### src/rtl/pe_pkg.sv
// pe_pkg: shared definitions for the multi-filter row-stationary PE.
//   - FSM state encodings (3-bit constants)
//   - operating mode encodings
//   - acc_w(): accumulator width for a given word width and tap depth
// Build option: PE_SAT_EN (see pe_mac_unit) selects saturating output.
package pe_pkg;

  typedef logic [2:0] pe_state_t;

  localparam logic [2:0] ST_IDLE      = 3'd0;
  localparam logic [2:0] ST_LOAD_FILT = 3'd1;
  localparam logic [2:0] ST_FILL      = 3'd2;
  localparam logic [2:0] ST_MAC       = 3'd3;
  localparam logic [2:0] ST_PSUM      = 3'd4;
  localparam logic [2:0] ST_EMIT      = 3'd5;
  localparam logic [2:0] ST_DONE      = 3'd6;

  // Modes 2 and 3 are reserved and behave as MODE_CONV.
  localparam logic [1:0] MODE_CONV = 2'd0;
  localparam logic [1:0] MODE_PSUM = 2'd1;

  // Full product width plus enough headroom to sum FILT_DEPTH products.
  function automatic int acc_w(input int data_width, input int filt_depth);
    return 2 * data_width + $clog2(filt_depth);
  endfunction

endpackage

### src/rtl/pe_mac_unit.sv
// pe_mac_unit: signed multiply-accumulate with output narrowing.
// Ports:
//   clk, rst        clock, asynchronous active-low reset
//   mac_en          accumulate ifmap_word * filt_word this cycle
//   mac_first       with mac_en: load the product instead of adding (starts a filter)
//   ifmap_word      signed ifmap operand
//   filt_word       signed filter tap
//   psum_add        add sign-extended psum_word to the accumulator
//   psum_word       signed upstream partial sum
//   result          accumulator narrowed to DATA_WIDTH
// Build option: PE_SAT_EN defined -> result saturates to the signed DATA_WIDTH
// range; undefined -> result is the low DATA_WIDTH bits (wrap).
module pe_mac_unit
  import pe_pkg::*;
#(
  parameter int DATA_WIDTH = 16,
  parameter int FILT_DEPTH = 10
) (
  input  logic                         clk,
  input  logic                         rst,
  input  logic                         mac_en,
  input  logic                         mac_first,
  input  logic signed [DATA_WIDTH-1:0] ifmap_word,
  input  logic signed [DATA_WIDTH-1:0] filt_word,
  input  logic                         psum_add,
  input  logic signed [DATA_WIDTH-1:0] psum_word,
  output logic signed [DATA_WIDTH-1:0] result
);

  localparam int ACC_W  = acc_w(DATA_WIDTH, FILT_DEPTH);
  localparam int PROD_W = 2 * DATA_WIDTH;

  logic signed [PROD_W-1:0] prod;
  logic signed [ACC_W-1:0]  prod_ext;
  logic signed [ACC_W-1:0]  psum_ext;
  logic signed [ACC_W-1:0]  acc;

  assign prod     = PROD_W'(ifmap_word) * PROD_W'(filt_word);
  assign prod_ext = ACC_W'(prod);
  assign psum_ext = ACC_W'(psum_word);

  always_ff @(posedge clk or negedge rst) begin
    if (!rst) begin
      acc <= '0;
    end else if (mac_en) begin
      acc <= mac_first ? prod_ext : acc + prod_ext;
    end else if (psum_add) begin
      acc <= acc + psum_ext;
    end
  end

`ifdef PE_SAT_EN
  localparam logic signed [ACC_W-1:0] SAT_MAX = {{(ACC_W-DATA_WIDTH+1){1'b0}}, {(DATA_WIDTH-1){1'b1}}};
  localparam logic signed [ACC_W-1:0] SAT_MIN = {{(ACC_W-DATA_WIDTH+1){1'b1}}, {(DATA_WIDTH-1){1'b0}}};

  always_comb begin
    result = acc[DATA_WIDTH-1:0];
    if (acc > SAT_MAX) begin
      result = SAT_MAX[DATA_WIDTH-1:0];
    end else if (acc < SAT_MIN) begin
      result = SAT_MIN[DATA_WIDTH-1:0];
    end
  end
`else
  logic unused_acc_hi;
  assign unused_acc_hi = ^acc[ACC_W-1:DATA_WIDTH];
  assign result        = acc[DATA_WIDTH-1:0];
`endif

endmodule

### src/rtl/pe_multi_filter_conv.sv
// pe_multi_filter_conv: row-stationary PE running a 1-D convolution of one
// tagged ifmap stream against NUM_FILT locally stored filters, each window
// reused across all filters, with optional upstream psum accumulation.
// Ports:
//   clk, rst                         clock, asynchronous active-low reset
//   start, mode, filter_size, stride run configuration, latched on start in IDLE
//   inp_buf_filter/valid_filter/read_en_filter_buf   filter word source
//   inp_buf_ifmap/valid_ifmap/read_en_ifmap_buf      {start_tag, end_tag, data}
//   inp_buf_psum/valid_psum_buf/read_en_psum_buf     psum word source
//   ready/out_buf/write_en_buf       result sink
//   stall                            waiting on an empty source or ready low
//   done_out                         one-cycle pulse at end of stream
// Build option: PE_SAT_EN selects saturating output narrowing (pe_mac_unit).
//
// state     | meaning
// IDLE      | wait for start, latch configuration
// LOAD_FILT | pop NUM_FILT x filter_size filter taps
// FILL      | pop ifmap words (drop stride overshoot first) until a window is held
// MAC       | one tap per cycle for the current filter
// PSUM      | add one upstream psum word (mode 1 only)
// EMIT      | push the narrowed result; after last filter slide the window
// DONE      | pulse done_out, clear the scratchpad
module pe_multi_filter_conv
  import pe_pkg::*;
#(
  parameter int DATA_WIDTH  = 16,
  parameter int IFMAP_DEPTH = 12,
  parameter int FILT_DEPTH  = 10,
  parameter int NUM_FILT    = 2
) (
  input  logic                                  clk,
  input  logic                                  rst,
  input  logic                                  start,
  input  logic [1:0]                            mode,
  input  logic [$clog2(FILT_DEPTH+1)-1:0]       filter_size,
  input  logic [$clog2(IFMAP_DEPTH+1)-1:0]      stride,
  input  logic signed [DATA_WIDTH-1:0]          inp_buf_filter,
  input  logic                                  valid_filter,
  output logic                                  read_en_filter_buf,
  input  logic [DATA_WIDTH+1:0]                 inp_buf_ifmap,
  input  logic                                  valid_ifmap,
  output logic                                  read_en_ifmap_buf,
  input  logic signed [DATA_WIDTH-1:0]          inp_buf_psum,
  input  logic                                  valid_psum_buf,
  output logic                                  read_en_psum_buf,
  input  logic                                  ready,
  output logic signed [DATA_WIDTH-1:0]          out_buf,
  output logic                                  write_en_buf,
  output logic                                  stall,
  output logic                                  done_out
);

  localparam int FS_W  = $clog2(FILT_DEPTH + 1);
  localparam int ST_W  = $clog2(IFMAP_DEPTH + 1);
  localparam int PTR_W = (IFMAP_DEPTH > 1) ? $clog2(IFMAP_DEPTH) : 1;
  localparam int FI_W  = (NUM_FILT > 1) ? $clog2(NUM_FILT) : 1;
  localparam int FM_W  = (NUM_FILT * FILT_DEPTH > 1) ? $clog2(NUM_FILT * FILT_DEPTH) : 1;

  // Circular pointer advance; off never exceeds IFMAP_DEPTH so one wrap suffices.
  function automatic logic [PTR_W-1:0] ptr_add(input logic [PTR_W-1:0] base,
                                               input logic [ST_W-1:0]  off);
    int sum;
    sum = int'(base) + int'(off);
    if (sum >= IFMAP_DEPTH) sum = sum - IFMAP_DEPTH;
    return PTR_W'(sum);
  endfunction

  pe_state_t         state;
  logic              psum_mode;
  logic [FS_W-1:0]   fsize;
  logic [ST_W-1:0]   stride_r;
  logic [FI_W-1:0]   f_idx;
  logic [FS_W-1:0]   t_idx;
  logic [PTR_W-1:0]  rd_ptr;
  logic [ST_W-1:0]   count;
  logic [ST_W-1:0]   drop_cnt;
  logic              end_flag;

  logic signed [DATA_WIDTH-1:0] filt_mem [NUM_FILT*FILT_DEPTH];
  logic signed [DATA_WIDTH-1:0] ifm_mem  [IFMAP_DEPTH];

  logic [FS_W-1:0]   fsize_in;
  logic [ST_W-1:0]   stride_in;
  logic              ifm_start, ifm_end;
  logic [DATA_WIDTH-1:0] ifm_data;
  logic              fill_store;
  logic [PTR_W-1:0]  ifm_wr_ptr;
  logic [ST_W-1:0]   fill_count;
  logic [ST_W-1:0]   fsize_ext;
  logic              last_tap, last_filt;
  logic [FM_W-1:0]   filt_idx;
  logic [ST_W-1:0]   discard_n, drop_n, keep_cnt;

  assign fsize_in  = (filter_size > FS_W'(FILT_DEPTH)) ? FS_W'(FILT_DEPTH) : filter_size;
  assign stride_in = (stride == '0) ? ST_W'(1) : stride;

  assign ifm_start = inp_buf_ifmap[DATA_WIDTH+1];
  assign ifm_end   = inp_buf_ifmap[DATA_WIDTH];
  assign ifm_data  = inp_buf_ifmap[DATA_WIDTH-1:0];

  assign read_en_filter_buf = (state == ST_LOAD_FILT) && valid_filter;
  assign read_en_ifmap_buf  = (state == ST_FILL) && valid_ifmap;
  assign read_en_psum_buf   = (state == ST_PSUM) && valid_psum_buf;
  assign write_en_buf       = (state == ST_EMIT) && ready;
  assign done_out           = (state == ST_DONE);
  assign stall = ((state == ST_LOAD_FILT) && !valid_filter)   ||
                 ((state == ST_FILL)      && !valid_ifmap)    ||
                 ((state == ST_PSUM)      && !valid_psum_buf) ||
                 ((state == ST_EMIT)      && !ready);

  // A start_tag word restarts the window at the current read pointer,
  // overriding any pending stride overshoot.
  assign fill_store = read_en_ifmap_buf && (ifm_start || (drop_cnt == '0));
  assign ifm_wr_ptr = ifm_start ? rd_ptr : ptr_add(rd_ptr, count);
  assign fill_count = ifm_start ? ST_W'(1) : count + ST_W'(1);
  assign fsize_ext  = ST_W'(fsize);

  assign last_tap  = (t_idx == fsize - FS_W'(1));
  assign last_filt = (f_idx == FI_W'(NUM_FILT - 1));
  // Loading and MAC walk filters in the same order, so one index serves both.
  assign filt_idx  = FM_W'(int'(f_idx) * FILT_DEPTH + int'(t_idx));

  // Window slide: anything beyond the held words becomes incoming words to drop.
  assign discard_n = (stride_r >= count) ? count : stride_r;
  assign drop_n    = (stride_r >= count) ? stride_r - count : '0;
  assign keep_cnt  = count - discard_n;

  always_ff @(posedge clk) begin
    if (read_en_filter_buf) filt_mem[filt_idx] <= inp_buf_filter;
    if (fill_store)         ifm_mem[ifm_wr_ptr] <= ifm_data;
  end

  always_ff @(posedge clk or negedge rst) begin
    if (!rst) begin
      state     <= ST_IDLE;
      psum_mode <= 1'b0;
      fsize     <= '0;
      stride_r  <= ST_W'(1);
      f_idx     <= '0;
      t_idx     <= '0;
      rd_ptr    <= '0;
      count     <= '0;
      drop_cnt  <= '0;
      end_flag  <= 1'b0;
    end else begin
      case (state)
        ST_IDLE: begin
          if (start) begin
            psum_mode <= (mode == MODE_PSUM);
            fsize     <= fsize_in;
            stride_r  <= stride_in;
            f_idx     <= '0;
            t_idx     <= '0;
            state     <= (fsize_in == '0) ? ST_DONE : ST_LOAD_FILT;
          end
        end
        ST_LOAD_FILT: begin
          if (valid_filter) begin
            if (last_tap) begin
              t_idx <= '0;
              if (last_filt) begin
                f_idx <= '0;
                state <= ST_FILL;
              end else begin
                f_idx <= f_idx + FI_W'(1);
              end
            end else begin
              t_idx <= t_idx + FS_W'(1);
            end
          end
        end
        ST_FILL: begin
          if (valid_ifmap) begin
            if (fill_store) begin
              count    <= fill_count;
              drop_cnt <= '0;
              end_flag <= ifm_start ? ifm_end : (end_flag | ifm_end);
              if (fill_count == fsize_ext) state <= ST_MAC;
              else if (ifm_end)            state <= ST_DONE;
            end else begin
              drop_cnt <= drop_cnt - ST_W'(1);
              if (ifm_end) begin
                end_flag <= 1'b1;
                state    <= ST_DONE;
              end
            end
          end
        end
        ST_MAC: begin
          if (last_tap) begin
            t_idx <= '0;
            state <= psum_mode ? ST_PSUM : ST_EMIT;
          end else begin
            t_idx <= t_idx + FS_W'(1);
          end
        end
        ST_PSUM: begin
          if (valid_psum_buf) state <= ST_EMIT;
        end
        ST_EMIT: begin
          if (ready) begin
            if (last_filt) begin
              f_idx    <= '0;
              rd_ptr   <= ptr_add(rd_ptr, discard_n);
              count    <= keep_cnt;
              drop_cnt <= drop_n;
              state    <= (end_flag && (keep_cnt < fsize_ext)) ? ST_DONE : ST_FILL;
            end else begin
              f_idx <= f_idx + FI_W'(1);
              state <= ST_MAC;
            end
          end
        end
        ST_DONE: begin
          rd_ptr   <= '0;
          count    <= '0;
          drop_cnt <= '0;
          end_flag <= 1'b0;
          f_idx    <= '0;
          t_idx    <= '0;
          state    <= ST_IDLE;
        end
        default: state <= ST_IDLE;
      endcase
    end
  end

  pe_mac_unit #(
    .DATA_WIDTH (DATA_WIDTH),
    .FILT_DEPTH (FILT_DEPTH)
  ) u_mac (
    .clk        (clk),
    .rst        (rst),
    .mac_en     (state == ST_MAC),
    .mac_first  (t_idx == '0),
    .ifmap_word (ifm_mem[ptr_add(rd_ptr, ST_W'(t_idx))]),
    .filt_word  (filt_mem[filt_idx]),
    .psum_add   (read_en_psum_buf),
    .psum_word  (inp_buf_psum),
    .result     (out_buf)
  );

endmodule

### config.mk
export PLATFORM = sky130hd
export DESIGN_NAME = pe_multi_filter_conv
export DESIGN_NICKNAME = d
export VERILOG_FILES = /design/src/rtl/pe_pkg.sv /design/src/rtl/pe_mac_unit.sv /design/src/rtl/pe_multi_filter_conv.sv
export SDC_FILE = /design/constraint.sdc
export NUM_CORES = 1
export LEC_CHECK = 0
export CAP_MARGIN = 20
export CORE_MARGIN = 1
export CORE_UTILIZATION = 30
export CTS_CLUSTER_DIAMETER = 40
export CTS_CLUSTER_SIZE = 12
export DETAILED_ROUTE_END_ITERATION = 8
export PLACE_DENSITY = 0.45
export SYNTH_ARGS = -nofsm -noshare
export SYNTH_HDL_FRONTEND = slang
export SYNTH_SLANG_ARGS = --single-unit
### constraint.sdc
create_clock -name clk -period 24.3 [get_ports clk]
set_input_delay 3.645 -clock clk [delete_from_list [all_inputs] [get_ports clk]]
set_output_delay 3.645 -clock clk [all_outputs]
set_load 0.02 [all_outputs]
* Word level (Yosys, flattened, before mapping)
Memory sizes are Yosys's and may differ from the RTL's.
Index checks and enable logic that the tools add are counted.
** Cells by class
- Add/sub/neg operators :: 16
- Multiply operators :: 2
- Magnitude comparators :: 6
- Eq/ne operators :: 20
- Multiplexer cells :: 60
- Bitwise operators :: 1
- Reductions and logical operators :: 37
** Operators by type and width (count)
- $mux 36 :: 3
- $mux 4 :: 22
- $mux 3 :: 14
- $add 36x16->36 :: 1
- $add 36x32->36 :: 1
- $mul 16x16->32 :: 1
- $pmux 4 s3 :: 2
- $ne 2x2->1 const B :: 10
- $pmux 3 s6 :: 1
- $logic_not 4->1 :: 4
- $pmux 4 s4 :: 1
- $add 4x4->5 :: 3
- $ge 5x4->1 const B :: 3
- $mux 1 :: 14
- $sub 4x4->4 const B :: 3
- $logic_and 1x1->1 :: 10
- $reduce_and 5->1 :: 2
- $eq 3x3->1 const B :: 3
- $reduce_and 3->1 :: 3
- $add 4x1->4 const B :: 2
- $eq 4x4->1 :: 2
- $pmux 4 s2 :: 1
- $reduce_and 8->1 :: 1
- $reduce_bool 4->1 :: 2
- other kinds (22) :: 33
** Storage, ports and cells
- Register bits after elaboration :: 66
- RAM bits :: 512
- Input port bits :: 67
- Output and inout bits :: 22
- Memories kept :: 2
** Memories
- filt_mem :: words 20, bits a word 16, rd ports 1, clocked after memory_dff 0, wr ports 1, RTL line pe_multi_filter_conv.sv:79 : logic signed [DATA_WIDTH-1:0] filt_mem [NUM_FILT*FILT_DEPTH];
- ifm_mem :: words 12, bits a word 16, rd ports 1, clocked after memory_dff 0, wr ports 1, RTL line pe_multi_filter_conv.sv:80 : logic signed [DATA_WIDTH-1:0] ifm_mem [IFMAP_DEPTH];

* Longest topological paths before layout
Gate-level depths: netlist (run 1).
- Word-level depth :: 9
- Depth in mapped cells :: 48

* By module
From an unflattened synthesis (run 1), not the netlist that was laid out.
** Second synthesis, totals
- Cells, all modules :: 2034
- Area, all modules :: 29137.9 sq um
** Modules (own cells, without submodules)
- pe_multi_filter_conv :: times used 1, cells each 1261, area an instance 22766.8 sq um
- pe_mac_unit :: times used 1, cells each 773, area an instance 6371.1 sq um

* Worst setup path before layout (run 1)
OpenSTA, ideal clock, no wires.
- Path kind :: register to register
- Start :: register rd_ptr[1]
- End :: register u_mac.acc[15]
- Library setup time :: 73 ps
- Data arrival time :: 9206 ps
- Data required time :: 24227 ps
- Path slack :: 15021 ps
- Cell stages (with the launch flop) :: 42
- Buffers on the path :: 3
- Path through :: dfrtp_1 > inv_1 > fa_1 > xor2_1 > buf_6 > inv_2 > buf_2 > ha_1 > a31oi_4 > o211ai_4 > o21ai_4 > buf_6 > mux4_2 > mux2i_1 > o21ai_1 > and2_1 > fa_1 > inv_1 > [... 6 more ...] > fa_1 > inv_1 > ha_1 > o21ai_0 > a21oi_1 > nor2_1 > xnor2_1 > ha_1 > nand2_1 > nand2_1 > a41oi_1 > mux2i_1 > nand2_1 > and3_1 > o21ai_0 > a21o_1 > nand2_1 > a21oi_2
** Between the ends
- Cells in the longest elaborated chain, start to end :: 8
- Elaborated cells between the ends (all ways) :: 9
- Classes of those cells :: add/sub: 3; mul: 1; order compare: 1; mux: 3; memory: 1
** RTL lines
- from (decl) :: RTL line pe_multi_filter_conv.sv:74 : logic [PTR_W-1:0] rd_ptr;
- from (signal assigned) :: RTL line pe_multi_filter_conv.sv:204 : rd_ptr <= ptr_add(rd_ptr, discard_n);
- $add 4x4->5 (*) :: RTL line pe_multi_filter_conv.sv:63 : sum = int'(base) + int'(off);
- $sub 4x4->4 / $ge 5x4->1 (equally long branches) :: RTL line pe_multi_filter_conv.sv:64 : if (sum >= IFMAP_DEPTH) sum = sum - IFMAP_DEPTH;
- $mux 4 (*) :: RTL line pe_multi_filter_conv.sv:64
- $mem_v2 12x16 (*)
- $mul 16x16->32 (*) :: RTL line pe_mac_unit.sv:38 : assign prod = PROD_W'(ifmap_word) * PROD_W'(filt_word);
- $add 36x32->36 :: RTL line pe_mac_unit.sv:46 : acc <= mac_first ? prod_ext : acc + prod_ext;
- $mux 36 (*) :: RTL line pe_mac_unit.sv:46
- $mux 36 (*) :: RTL line pe_mac_unit.sv:45 : end else if (mac_en) begin
- to (signal assigned) :: RTL line pe_mac_unit.sv:46
- to (signal assigned) :: RTL line pe_mac_unit.sv:48 : acc <= acc + psum_ext;
- to (decl) :: RTL line pe_mac_unit.sv:36 : logic signed [ACC_W-1:0] acc;
Mark *: on every way between the ends. The rest lies on a longest branch, timed or not.
A chain may end at the register's enable or synchronous reset.

* Worst setup path after layout (run 1)
Ends and elaborated chain as after synthesis.

==> results of run 1 <==
## through the flow
stage / instances / hold slack [ps]
finish: 3554 / 505
CTS: 3553 / 509
global placement: 3388 / 496
floorplan: 2044 / 464
detailed placement: 3389 / 508
global route: 3554 / 539
## metal layers
metal  part of all wire (%)  GRT usage [%]  vias to the layer above  wire length [um]
li1                       -              -                     7944                 -
met1                     46           21.8                     9046             36000
met2                     47           25.5                      369             36700
met3                    4.5           2.94                      117              3510
met4                    2.8           5.49                        8              2170
met5                  0.064              0                        -                50
## sequential cells by signal, summed over array words and instances (netlist names)
name	cells
end_flag	1
u_mac.acc	16
psum_mode	1
count	4
filt_mem	320
rd_ptr	4
state	3
t_idx	4
f_idx	1
fsize	4
drop_cnt	4
ifm_mem	192
stride_r	4
## how the worst max path moves through the flow
stage / startpoint / slack (ps) / end
floorplan: rd_ptr[1]$_DFFE_PN0P_ / 15020 / u_mac.acc[15]$_DFFE_PN0P_
global placement: rd_ptr[1]$_DFFE_PN0P_ / 13190 / u_mac.acc[15]$_DFFE_PN0P_
detailed placement: rd_ptr[1]$_DFFE_PN0P_ / 12950 / u_mac.acc[15]$_DFFE_PN0P_
CTS: rd_ptr[1]$_DFFE_PN0P_ / 12860 / u_mac.acc[15]$_DFFE_PN0P_
global route: rd_ptr[1]$_DFFE_PN0P_ / 12790 / u_mac.acc[15]$_DFFE_PN0P_
finish: rd_ptr[1]$_DFFE_PN0P_ / 13560 / u_mac.acc[15]$_DFFE_PN0P_
## critical path: cells and delay by family (launching register included)
family,cells,cell delay [ps]
simple gates,7,980
mux,3,600
xor+xnor,2,590
flops,1,580
fa+ha+maj,10,3640
compound gates,13,3500
buf+inv,8,690
## kinds of logic (layout without fill, tap and decap cells)
logic type,count (synthesis),after routing,share of synthesized area [%]
flops,558,558,56.5
simple gates,498,498,8.12
compound gates,288,288,6.63
buf+inv,268,502,4.26
fa+ha+maj,212,212,11.3
mux,143,143,10.6
xor+xnor,77,77,2.55
## placed cells by master (no fill, tap or decap), types with 24 or more instances in the layout
master / synthesis / final
o22ai_1: 31 / 31
o21ai_0: 61 / 61
nor2b_1: 26 / 24
nor2_1: 134 / 105
a21oi_1: 72 / 72
dfrtp_1: 45 / 44
fa_1: 86 / 85
mux4_1: 25 / 25
clkbuf_16: 0 / 90
edfxtp_1: 512 / 512
clkdlybuf4s50_1: 0 / 87
and2_1: 48 / 48
xnor2_1: 55 / 55
nor3_1: 38 / 34
inv_1: 190 / 190
nor2_2: 1 / 26
buf_4: 8 / 55
nand3_1: 30 / 30
mux4_2: 101 / 101
ha_1: 126 / 124
nand2_1: 156 / 156
## layout make-up
| type | count | share of cell area (%) |
|---|---|---|
| multi-input cells | 1218 | 33.3 |
| clock inverters | 57 | 2.25 |
| clock buffers | 107 | 6.67 |
| repair buffers | 144 | 3.71 |
| inverters | 194 | 2.09 |
| flip-flops and latches | 558 | 47.4 |
| well taps | 1276 | 4.58 |
==> out/metrics.yaml, run 1 <==
synth_nets: 2323
yosysSeqAreaShare_pct: 56.5
whs_path_depth: 2
port_buffers: 88
pin_count: 89
fin_nets: 2484
fill_cells: 9204
antenna_found_initial: 4
crit_arrival_ps: 11290
fin_tns_setup_ps: 0
syn_to_final_growth_pct: 19.3
row_count: 114
synth.yosys.warnings: 0
synth_cells: 2044
final_area_mm2: 0.0349
hpwl_mm: 52.0
netlist-cell-type-count: 97
synth_common_cells: "512 x edfxtp_1, 190 x inv_1, 156 x nand2_1"
cts_setup_buffers: 0
clk_path_buf_depth: 3
critical_path_required_ps: 24840
first_iter_violations: 1387
core_region_area_mm2: 0.0966
place_congestion: 0.817
crit_type: "flop to flop"
fmax_mhz: 93.1
fp.dieH_um: 314
via_per_inst: 4.92
max-slew-margin-rel_pct: 28.7
dieArea_mm2: 0.0987
worstHoldStart: "end_flag$_DFFE_PN0P_"
setup_viol: 0
cts_tree: "yes"
period_share_pct: 44.2
hold_class: "flop to flop"
hold-path-endpoint: "end_flag$_DFFE_PN0P_"
multi_input_area_mm2: 0.0116
vias: 17500
synth_edf_count: 512
drv_slew: 0
tightest_slew_ps: 1060
status: "complete, no violations"
fin_worst_skew_ps: 61.5
synth_top_flop_cell: "edfxtp_1"
worst_path_most_repeated_cell: "inv_1"
synth_top_area_share_pct: 52.6
synthTopCellsByArea: "edfxtp_1 53%, mux4_2 7.8%, fa_1 5.9%"
dpl_cell_area_mm2: 0.0318
start_util_pct: 30.3
numCtsBuffers: 89
post-route-min-period_ps: 10740
r2r_setup_slack_ps: 13560
drive_gt1_share_pct: 16.9
drtAntennaViolNets: 0
clk_pin_slew_ps: 50
worstReg2RegEnd: "u_mac.acc[15]$_DFFE_PN0P_"
rsz0062_at_grt: "false"
cts_resized: 0
insertion_delay_ps: 670
timing.final.hold_violations: 0
endpoint_kind: "flop"
syn_area_per_cell_um2: 14.3
place_ws_ps: 12950
register_area_mm2: 0.0165
ys_ff_latch: 558
die-width_um: 314
grt-ovfl-total: 0
drcViolationCount: 0
critical_path_peak_fanout: 17
ctsHoldBuffers: 0
wl_mm: 78.4
root_buffer: "clkbuf_16"
clkSinkCount: 558
ctsHtreeMaxLevel: 3
r2r-start: "rd_ptr[1]$_DFFE_PN0P_"
maxCapViolations: 0
utilization_pct: 36.1
post-synth-top-area-cell: "edfxtp_1"
rr_worst_depth: 43
synth_most_common_cell: "edfxtp_1"
syn_area_mm2: 0.0292
first_global_vias: 18300
cp-start-kind: "flop"
antennaDiodeCount: 0
layout_setup_ws_ps: 13560
critPathSlowestCell: "o21ai_1"
routedWlPerCell_um: 22.1
drt-pass1-iter-count: 5
slowest_delay_ps: 790
async_flop_share_pct: 8.24
grt_start_max_net_pins: 49
track_usage_pct: 16.0
grt_pass1_wl_mm: 117
Power of run 1 is not shown: default switching activity piles up to over one toggle a cycle in this logic, so the estimate is an artifact.
==> inputs of run 2 (changes only) <==
Clock period 24.3 ns to 10.5 ns, I/O delays scaled along.
==> run 2 against run 1 <==
  * First-iteration DRC count is 19% lower
  * Global-route usage is 0.054 points higher
  * Design area is 1.1% higher
  * Via count is 0.77% higher
  * Critical path type unchanged
  * Highest routed layer unchanged
==> out/metrics.yaml, run 2 (synthesis gave the netlist of run 1 again) <==
grt_start_max_net_pins: 87
hpwl_mm: 51.7
largest_register: "filt_mem"
r2r-start: "t_idx[0]$_DFFE_PN0P_"
clk_path_buf_depth: 3
drtAntennaViolNets: 0
slowest_delay_ps: 530
layoutNonFillerInstCount: 3583
worstHoldStart: "end_flag$_DFFE_PN0P_"
vias: 17600
port_buffers: 88
root_buffer: "clkbuf_16"
worstReg2RegEnd: "u_mac.acc[15]$_DFFE_PN0P_"
fin_nets: 2507
numCtsBuffers: 93
rr_worst_depth: 44
endpoint_kind: "flop"
final_area_mm2: 0.0353
clk_pin_slew_ps: 40
period_share_pct: 93.7
fin_worst_skew_ps: 44.3
whs_ps: 510
hold_class: "flop to flop"
antenna_found_initial: 6
max-slew-margin-rel_pct: 33.0
whs_path_depth: 2
ctsHtreeMaxLevel: 3
drcViolationCount: 0
grt-ovfl-total: 0
worst_path_most_repeated_cell: "inv_1"
utilization_pct: 36.5
drv_slew: 0
crit_arrival_ps: 10430
largest_register_ffs: 320
post-route-min-period_ps: 9840
maxCapViolations: 0
start_util_pct: 30.3
hold-path-endpoint: "end_flag$_DFFE_PN0P_"
via_per_inst: 4.92
track_usage_pct: 16.0
routedWlPerCell_um: 22.0
grt_pass1_wl_mm: 118
critical_path_required_ps: 11090
first_iter_violations: 1121
status: "complete, no violations"
die-width_um: 314
cp-start-kind: "flop"
r2r_setup_slack_ps: 660
drive_gt1_share_pct: 18.5
first_global_vias: 18400
fmax_mhz: 102
critical_path_peak_fanout: 15
crit_type: "flop to flop"
drt-pass1-iter-count: 5
core_region_area_mm2: 0.0966
place_inst: 3401
wl_mm: 78.7
final_common_cell: "edfxtp_1"
syn_to_final_growth_pct: 20.6
critPathSlowestCell: "fa_1"
timing.final.hold_violations: 0
worstSetupStartpoint: "t_idx[0]$_DFFE_PN0P_"
insertion_delay_ps: 670
clkSinkCount: 558
reg_top3: "filt_mem: 320 flops, ifm_mem: 192 flops, u_mac.acc: 16 flops"
setup_viol: 0
pin_count: 89
layout_common_cells: "512 x edfxtp_1, 190 x inv_1, 156 x nand2_1"
cts_tree: "yes"
place_congestion: 0.807
dpl_cell_area_mm2: 0.0319
dieArea_mm2: 0.0987
rsz0062_at_grt: "false"
row_count: 114
fp.dieH_um: 314
antennaDiodeCount: 0
tightest_slew_ps: 1000
-- run 2: cell types whose count changed in the layout (fill, tap and decap cells not counted), sizes merged --
cell      previous run  this run
clkinvlp             4        11
buf                 57        76
bufinv              11        12
clkinv              27        29
clkbuf             107       112
inv                209       204
-- run 2: routing by layer --
metal / track usage (%) / up-vias / wire (um)
li1: - / 7982 / -
met1: 21.6 / 9120 / 35700
met2: 26.5 / 394 / 38000
met3: 2.63 / 110 / 3360
met4: 4.92 / 12 / 1580
met5: 0 / - / 83
-- run 2: layout make-up --
cell class	count	area [um^2]
Tap cell	1276	1600
Inverter	194	728
Clock buffer	112	2440
Clock inverter	62	843
Multi-Input combinational cell	1218	11700
Sequential cell	558	16500
Fill cell	9185	61300
Timing Repair Buffer	163	1460
-- run 2: worst max path at each step --
stage / slack, ps / cells past startpoint / to
final: 660 / 44 / u_mac.acc[15]$_DFFE_PN0P_
after global routing: 4 / 47 / u_mac.acc[15]$_DFFE_PN0P_
after CTS: 150 / 37 / u_mac.acc[15]$_DFFE_PN0P_
after detailed placement: -160 / 37 / u_mac.acc[15]$_DFFE_PN0P_
after global placement: 160 / 37 / u_mac.acc[15]$_DFFE_PN0P_
after floorplan: 1220 / 41 / u_mac.acc[15]$_DFFE_PN0P_
-- run 2: worst max-delay path, delay by kind of cell, from the launching register on --
family	cells	cell delay [ps]
buffers and inverters	9	710
xor gates and xnor gates	2	420
adders and majority gates	11	4110
muxes	3	740
AOI/OAI and AO/OA	11	2380
and+or+nand+nor	8	990
DFF	1	420
-- run 2: repair_timing --
action | in CTS | in global routing
hold buffers | 0 | 0
pin swaps | 1 | 1
buffers inserted | 6 | 2
resized for setup | 1 | 10
endpoints found under the setup margin | 1 | 1
-- run 2: stage by stage --
step	setup slack [ps]	TNS (ps)
global route	4.01	0
detailed placement	-158	-158
global placement	156	0
CTS	149	0
floorplan	1220	0
finish	665	0
Power of run 2 is left out for the same reason.
==> inputs of run 3 (changes only) <==
Settings changed: SKIP_LAST_GASP from default to 1.
==> results of run 3 <==
No change in the layout: final DEF, timing and power equal those of run 2.
Power of run 3 is left out for the same reason.
==> patch, RTL diff (flow settings as in run 3) <==
The option `PE_SAT_EN` is turned on by a define.
--- a/src/rtl/pe_mac_unit.sv
+++ b/src/rtl/pe_mac_unit.sv
@@ -10,6 +10,8 @@
 //   result          accumulator narrowed to DATA_WIDTH
 // Build option: PE_SAT_EN defined -> result saturates to the signed DATA_WIDTH
 // range; undefined -> result is the low DATA_WIDTH bits (wrap).
+`define PE_SAT_EN
+
 module pe_mac_unit
   import pe_pkg::*;
 #(
Formal check against the unedited RTL: no difference found for any inputs over 4 cycles, from zero or initial values and one cycle with rst low; that may be too few to reach the edited logic, so the function may still have changed.
==> patch against run 3 <==
  * Global-route usage increased by 0.16 points
  * Sequential cell count up 20
  * Area after synthesis increased by 28%
  * Routed wire length is 27% higher
  * Worst setup slack worse by 230 ps
  * Cell area is 29% higher
  * Critical endpoint is now u_mac.acc[34]$_DFFE_PN0P_
  * Highest routed layer is now met4
Power is not shown: default switching activity piles up to over one toggle a cycle in this logic, so the estimate is an artifact.
==> patch: results (changes against run 3) <==
stage	metric	value	unit	change
synthesis	EDFF count, synth	512		unchanged
grt	initial antenna violation count	1		-5
place	dpl hpwl	71.1	mm	+38%
routing	Vias	23700		+34%
synthesis	sequential share of the synthesized area	45.6	%	-11 points
routing	drt first-iter violations	1365		+22%
grt	GRT Resource Usage Total	16.2	%	+0.16 points
grt	vias in the first global route	25400		+38%
layout	biggest registers after layout	filt_mem x320, ifm_mem x192, u_mac.acc x36		
timing	clk_skew	86.9	ps	+42.6 ps
layout	fin nets	3748		+50%
routing	DR WL/cell	20.3	um	-7.8%
clock_tree	clk_lat worst skew	720	ps	+50 ps
synthesis	Syn Nets	3468		+49%
clock_tree	CTS Buf Count	92		-1.1%
place	dpl cell area	41400	sq um	+30%
critical_path	Arrival @ worst endpoint	10620	ps	+190 ps
synthesis	most common library cells after synthesis	edfxtp_1, inv_1, nor2_1		
grt	largest net degree at the start of global routing	79		-9.2%
layout	final core occ	36.7	%	+0.14 points
timing	Slew Limit Headroom	32.3	%	-0.67 points
grt	global-route wire length before repair	155	mm	+32%
floorplan	Starting Density	30.2	%	-0.075 points
synthesis	synth top area cells	edfxtp_1, fa_1, mux4_2		
worst_hold_path	hold wc startpoint	stride_r[0]$_DFFE_PN1P_		
grt	Global Route met2 Usage	28.4	%	+1.9 points
place	gpl congestion	0.853		+5.6%
grt	met1 usage	21.0	%	-0.61 points
synthesis	ys async rst share	11.4	%	+3.2 points
critical_path	CP Launch Point	rd_ptr[1]$_DFFE_PN0P_		
layout	layout cells sized above 1	19.9	%	+1.4 points
synthesis	library cells used by synthesis	78		-20%
critical_path	max incr delay on CP	580	ps	+50 ps
grt	M3 GR Usage	2.39	%	-0.23 points
status	outcome	completed		
critical_path	crit path max fanout	6		-9
==> patch: stage by stage <==
stage | worst slack (ps) | hold slack, ps | setup TNS, ps | cells
after detailed placement | 51.1 | 516 | 0 | 4736
after CTS | 16.8 | 525 | 0 | 4907
final | 437 | 523 | 0 | 4940
after global routing | -128 | 548 | -258 | 4939
after global placement | 182 | 507 | 0 | 4733
after floorplan | 327 | 464 | 0 | 2945
==> patch: kinds of logic (layout without fill, tap and decap cells) <==
kind of cell	count (synthesis)	count (layout)	synth area share [%]
compound gates	446	446	7.70
flops	578	578	45.6
mux	202	202	10.3
xor+xnor	119	119	2.81
fa+ha+maj	456	456	20.7
other cells	0	1	0
buf+inv	455	812	4.68
simple gates	689	689	8.17
==> patch: path summary, 6_finish.rpt <==
kind	endpoint	slack [ps]	cells after the start
max in group asynchronous	t_idx[0]$_DFFE_PN0P_	8620	2
worst min register to register	stride_r[0]$_DFFE_PN1P_	520	2
min in group asynchronous	u_mac.acc[0]$_DFFE_PN0P_	760	1
worst min-delay path	stride_r[0]$_DFFE_PN1P_	520	2
worst max-delay path	u_mac.acc[34]$_DFFE_PN0P_	440	44
worst max register to register	u_mac.acc[34]$_DFFE_PN0P_	440	44
==> patch: repair_timing <==
action | in CTS | in global routing
pin swaps | 0 | 47
setup endpoints to repair | 1 | 15
gates resized for setup | 1 | 101
buffers inserted | 0 | 31
gates cloned | 0 | 1
==> patch: worst max-delay path, delay by kind of cell, from the launching register on <==
kind	cells	cell delay [ps]
AO/OA/AOI/OAI	16	2950
multiplexers	2	610
adder cells (fa/ha/maj)	10	4060
AND/OR/NAND/NOR	7	960
XOR/XNOR	3	450
buffers and inverters	6	510
flip-flops	1	390
==> patch: cell type report <==
type	count	share of cell area, %
multi-input cells	1912	42.2
clock buffers	99	5.16
clock inverters	72	2.00
repair buffers	280	5.52
diodes	1	0.00552
flip-flops and latches	578	37.6
well taps	1637	4.52
inverters	361	3.00
==> patch: metal layers <==
metal	routed length [um]	share of wire [%]
met1	43900	44
met2	50300	50
met3	3630	3.6
met4	2280	2.3
met5	0	0
